**src/rtl/seg7_pkg.sv**
```systemverilog
// seg7_pkg: shared types and constants for the seven-segment display path.
//   seg7_state_e : arbiter FSM state (ST_IDLE shows background, ST_SHOW shows message)
//   SEG7_DATA_W  : width of the packed 8 x 4-bit digit data bus
//   SEG7_DIGITS  : number of digits (one point/LES bit per digit)
package seg7_pkg;

    typedef enum logic [0:0] {
        ST_IDLE = 1'b0,
        ST_SHOW = 1'b1
    } seg7_state_e;

    localparam int SEG7_DATA_W = 32;
    localparam int SEG7_DIGITS = 8;

endpackage

```
**src/rtl/seg7_timebase.sv**
```systemverilog
// seg7_timebase: free-running BLINK_DIV-bit up-counter that wraps to 0.
// Ports:
//   i_clk, i_rst : system clock, asynchronous active-high reset
//   o_scan [1:0] : digit-scan index, counter bits [SCAN_DIV-1:SCAN_DIV-2]
//   o_blink      : blink clock, counter bit [BLINK_DIV-1] (50% duty)
module seg7_timebase #(
    parameter int SCAN_DIV  = 17,
    parameter int BLINK_DIV = 25
) (
    input  logic       i_clk,
    input  logic       i_rst,
    output logic [1:0] o_scan,
    output logic       o_blink
);

    logic [BLINK_DIV-1:0] r_cnt;

    always_ff @(posedge i_clk or posedge i_rst) begin
        if (i_rst) r_cnt <= '0;
        else       r_cnt <= r_cnt + 1'b1;
    end

    assign o_scan  = r_cnt[SCAN_DIV-1:SCAN_DIV-2];
    assign o_blink = r_cnt[BLINK_DIV-1];

endmodule

```
**src/rtl/seg7_display_arbiter.sv**
```systemverilog
// seg7_display_arbiter: shares the 8-digit seven-segment display between the
// background source (base_*) and a transient message requester (msg_*), and
// provides the digit-scan index and blink clock for seg7_controller.
// Ports:
//   clk, rst                       : system clock, asynchronous active-high reset
//   base_data/base_point/base_les  : background content, shown while idle
//   msg_req                        : level request, every high cycle is one accept
//   msg_data/msg_point/msg_les     : message content, latched on accept
//   msg_cancel                     : ends the current message early (request wins)
//   msg_ack                        : one-cycle pulse per accept
//   msg_busy                       : message owns the display
//   data/point/les                 : registered display content
//   clkScan, clkBlink              : timebase slices
// Build option: define SEG7_MSG_BLINK_EN to force les to 8'hFF during the last
// HOLD_CYCLES/4 cycles of a message as an expiry warning.
module seg7_display_arbiter
    import seg7_pkg::*;
#(
    parameter int SCAN_DIV    = 17,
    parameter int BLINK_DIV   = 25,
    parameter int HOLD_CYCLES = 100_000_000,
    parameter int HOLD_W      = 27
) (
    input  logic                   clk,
    input  logic                   rst,
    input  logic [SEG7_DATA_W-1:0] base_data,
    input  logic [SEG7_DIGITS-1:0] base_point,
    input  logic [SEG7_DIGITS-1:0] base_les,
    input  logic                   msg_req,
    input  logic [SEG7_DATA_W-1:0] msg_data,
    input  logic [SEG7_DIGITS-1:0] msg_point,
    input  logic [SEG7_DIGITS-1:0] msg_les,
    input  logic                   msg_cancel,
    output logic                   msg_ack,
    output logic                   msg_busy,
    output logic [SEG7_DATA_W-1:0] data,
    output logic [SEG7_DIGITS-1:0] point,
    output logic [SEG7_DIGITS-1:0] les,
    output logic [1:0]             clkScan,
    output logic                   clkBlink
);

    localparam logic [0:0] S_IDLE = 1'(ST_IDLE);
    localparam logic [0:0] S_SHOW = 1'(ST_SHOW);

    localparam logic [HOLD_W-1:0] HOLD_LOAD = HOLD_W'(HOLD_CYCLES - 1);

    logic [0:0]             r_state;
    logic [HOLD_W-1:0]      r_hold_cnt;
    logic [SEG7_DATA_W-1:0] r_msg_data;
    logic [SEG7_DIGITS-1:0] r_msg_point;
    logic [SEG7_DIGITS-1:0] r_msg_les;
    logic                   r_ack;
    logic [SEG7_DATA_W-1:0] r_data;
    logic [SEG7_DIGITS-1:0] r_point;
    logic [SEG7_DIGITS-1:0] r_les;
    logic [SEG7_DIGITS-1:0] w_msg_les;

`ifdef SEG7_MSG_BLINK_EN
    localparam logic [HOLD_W-1:0] WARN_LIM = HOLD_W'(HOLD_CYCLES / 4);
    // hold_cnt is reloaded on every accept, so a retrigger leaves the
    // warning window until the new hold time runs down into it again.
    assign w_msg_les = (r_hold_cnt < WARN_LIM) ? {SEG7_DIGITS{1'b1}} : r_msg_les;
`else
    assign w_msg_les = r_msg_les;
`endif

    // FSM, hold counter and message latch
    always_ff @(posedge clk or posedge rst) begin
        if (rst) begin
            r_state     <= S_IDLE;
            r_hold_cnt  <= '0;
            r_msg_data  <= '0;
            r_msg_point <= '0;
            r_msg_les   <= '0;
            r_ack       <= 1'b0;
        end else begin
            r_ack <= msg_req;
            if (msg_req) begin
                // accept (also a retrigger in SHOW); beats a same-cycle cancel
                r_msg_data  <= msg_data;
                r_msg_point <= msg_point;
                r_msg_les   <= msg_les;
                r_hold_cnt  <= HOLD_LOAD;
                r_state     <= S_SHOW;
            end else if (r_state == S_SHOW) begin
                if (msg_cancel || r_hold_cnt == '0) r_state <= S_IDLE;
                else                                r_hold_cnt <= r_hold_cnt - 1'b1;
            end
        end
    end

    // Output registers follow the registered state, so a message reaches
    // data one edge after its accept and stays for exactly HOLD_CYCLES.
    always_ff @(posedge clk or posedge rst) begin
        if (rst) begin
            r_data  <= '0;
            r_point <= '0;
            r_les   <= '0;
        end else if (r_state == S_SHOW) begin
            r_data  <= r_msg_data;
            r_point <= r_msg_point;
            r_les   <= w_msg_les;
        end else begin
            r_data  <= base_data;
            r_point <= base_point;
            r_les   <= base_les;
        end
    end

    assign msg_ack  = r_ack;
    assign msg_busy = (r_state == S_SHOW);
    assign data     = r_data;
    assign point    = r_point;
    assign les      = r_les;

    seg7_timebase #(
        .SCAN_DIV  (SCAN_DIV),
        .BLINK_DIV (BLINK_DIV)
    ) u_timebase (
        .i_clk   (clk),
        .i_rst   (rst),
        .o_scan  (clkScan),
        .o_blink (clkBlink)
    );

endmodule
```
**config.mk**
```make
export PLATFORM = sky130hd
export DESIGN_NAME = seg7_display_arbiter
export DESIGN_NICKNAME = d
export VERILOG_FILES = /design/src/rtl/seg7_pkg.sv /design/src/rtl/seg7_timebase.sv /design/src/rtl/seg7_display_arbiter.sv
export SDC_FILE = /design/constraint.sdc
export NUM_CORES = 1
export LEC_CHECK = 0
export CORE_UTILIZATION = 44
export DETAILED_ROUTE_END_ITERATION = 10
export HOLD_SLACK_MARGIN = 0.1
export PLACE_DENSITY = 0.76
export SYNTH_ARGS = -nofsm -noshare
export SYNTH_HDL_FRONTEND = slang
export SYNTH_SLANG_ARGS = --single-unit
```
**constraint.sdc**
```tcl
create_clock -name clk -period 5.3 [get_ports clk]
set_clock_uncertainty 0.1 [all_clocks]
set_input_delay 1.325 -clock clk [delete_from_list [all_inputs] [get_ports clk]]
set_output_delay 1.325 -clock clk [all_outputs]
set_load 0.02 [all_outputs]
```
==> flow_metrics.tcl <==
set metrics [dict create \
    cts_tree "done" \
    grt_pass1_wl_mm 21.08 \
    drt_pass1_iterations 4 \
    end_kind "output port" \
    finalCritPeriodShare_pct 64.40 \
    grt_pass1_vias 4316 \
    regArea_um2 3755 \
    cts_htree_levels 4 \
    track_usage_pct 18.96 \
    syn_nets 551 \
    cellPowerDensity_nw_per_um2 343.7 \
    max_freq_ghz 0.2930 \
    antenna_found_initial 0 \
    vias 4098 \
    final_common_cell "clkdlybuf4s50_1" \
    avgSynthCellArea_um2 13.65 \
    core-area_um2 13400 \
    worst-endpoint-arrival_ps 1990 \
    p_leak_nw 3.424 \
    clk_path_buf_depth 2 \
    worst_slack_ps 1887 \
    fin_crit_ps 3413 \
    io_buffers 152 \
    drive_gt1_share_pct 23.09 \
    root_buffer "clkbuf_16" \
    synth_area_um2 6128 \
    path_class "reg -> out" \
    post-place-ws_ps 1847 \
    ys_types 41 \
    gp_congestion 0.8047 \
    cap_violations 0 \
    setup_violations 0 \
    die_x_um 120.0 \
    rr_startpoint "r_hold_cnt[6]" \
    start_kind "flop" \
    finalSetupTns_ps 0 \
    r2r_setup_slack_ps 2650 \
    path_buf_inv 2 \
    grt_max_degree 151 \
    drt_iter0_markers 278 \
    dieArea_um2 14400 \
    synth_seq_cells 150 \
    holdWs_ps 365.9 \
    routed_wl_mm 12.29 \
    fillers 1042 \
    critical-path-slowest-cell "clkdlybuf4s50_1" \
    synth-async-reset-ratio_pct 100.0 \
    drc 0 \
    power.total_mw 2.905 \
    wl_per_cell_um 15.53 \
    overflow 0 \
    cts_resized 0 \
    rsz0062_at_grt "no" \
    holdBufCountCts 0 \
    insertion_delay_ps 410 \
    status "finished, final reports clean" \
    crit_required_ps 3880 \
    hold_viol_final 0 \
    fin_nets 704 \
    min_path_type "reg -> reg" \
    cp_cell_sequence "buf_4, clkdlybuf4s50_1" \
    multiInputGateArea_um2 2262 \
    ys_seq_area_share_pct 61.25 \
    ys_warn_count 0 \
    cts_setup_buffers 0 \
    path_max_fanout 50 \
    die_h_um 120.0 \
    cts_sinks 150 \
    design.portCount 153 \
    finalCoreUtilization_pct 63.07 \
    syn2layout_area_growth_pct 37.91 \
    layout_common_cells "clkdlybuf4s50_1 (151), dfrtp_1 (149), mux2_2 (97)" \
    synth_top_flop_cell "dfrtp_1" \
    rows 42 \
    slew_headroom_pct 46.69 \
    dpl.hpwl_mm 8.113 \
    synth-edff-count 0 \
    drtAntennaViolNets 0 \
    reg2reg_depth 5 \
    irDropWorstVdd_uv 258.8 \
    cts_made_buffers 17 \
    via_per_inst 5.181 \
    start_util_pct 45.73 \
    holdPathEnd "u_timebase.r_cnt[9]" \
    holdCritStartpoint "u_timebase.r_cnt[9]" \
    antenna_cells 0 \
    cpPeakStageDelay_ps 730 \
    postSynthCellCount 449 \
    hold_depth 1 \
    maxSlewViolCount 0 \
    cpLargestDelayFamily "buffers and inverters" \
    clk_pin_slew_ps 60 \
    r2r-end "r_hold_cnt[25]" \
    worstMarginPinSlew_ps 795.9 \
]
-- through the flow --
step                      std cells  area, um^2
after detailed placement        759        7815
after CTS                       791        8452
after global routing            791        8452
final                           791        8452
after global placement          759        7815
after floorplan                 449        6132
-- worst register-to-register path, stage by stage (launching register included) --
cell	delay (ps)
dfrtp_1	390
or4_1	650
or4_1	500
o211ai_1	590
o21ai_0	200
a21oi_1	150
-- cells by family (layout without fill, tap and decap cells) --
group / after synthesis / in the layout / synth area share [%]
compound gates: 36 / 36 / 4.042
buf+inv: 27 / 193 / 1.837
fa+ha+maj: 2 / 2 / 0.4083
xor+xnor: 29 / 29 / 4.144
mux: 97 / 97 / 17.82
simple gates: 108 / 108 / 10.49
flops: 150 / 150 / 61.25
-- power by group --
group          internal [mW]  switching, mW  leakage, nW  total [mW]
logic                  0.212          0.155         1.36       0.367
clock network          0.839          0.442        0.308        1.28
registers               1.23         0.0296         1.76        1.26
total                   2.28          0.626         3.42        2.90
-- registers in the layout (all words and copies together), names as in the netlist --
name / flops
u_timebase.r_cnt: 25
les: 8
r_msg_les: 8
point: 8
data: 32
r_msg_point: 8
msg_ack: 1
msg_busy: 1
r_hold_cnt: 27
r_msg_data: 32
-- how the worst max path moves through the flow --
stage | startpoint | cells past startpoint | end
global placement | msg_cancel | 6 | r_hold_cnt[21]
global route | msg_busy | 2 | msg_busy
CTS | msg_busy | 2 | msg_busy
detailed placement | msg_cancel | 6 | r_hold_cnt[21]
finish | msg_busy | 2 | msg_busy
floorplan | rst | 1 | data[0]
-- per-layer routing --
| metal | wire [um] | GRT usage (%) |
|---|---|---|
| met5 | 0 | 0 |
| met4 | 144 | 7.656 |
| met3 | 879 | 5.989 |
| met2 | 5880 | 29.20 |
| met1 | 5384 | 24.79 |
-- cells in the mapped netlist (5+ instances only) --
master | instances | area share, %
a21oi_1 | 7 | 0.57
and3_1 | 11 | 1.1
and4_1 | 5 | 0.71
buf_1 | 5 | 0.31
clkbuf_1 | 11 | 0.67
dfrtp_1 | 150 | 61
inv_1 | 5 | 0.31
mux2_2 | 97 | 18
nand2_1 | 13 | 0.80
nand3_1 | 16 | 1.3
nand4_1 | 8 | 0.82
nor2_1 | 10 | 0.61
nor3_1 | 7 | 0.57
o21ai_0 | 13 | 1.1
or2_2 | 5 | 0.51
or3_1 | 14 | 1.4
or4_1 | 7 | 0.86
xnor2_1 | 23 | 3.3
xor2_1 | 6 | 0.86
-- layout make-up --
class / count / share of cell area, %
Inverter: 6 / 0.3109
Sequential cell: 150 / 44.43
Tap cell: 176 / 2.605
Clock inverter: 7 / 1.673
Timing Repair Buffer: 155 / 18.36
Multi-Input combinational cell: 272 / 26.77
Clock buffer: 25 / 5.862
(Power assumes the default switching activity.)
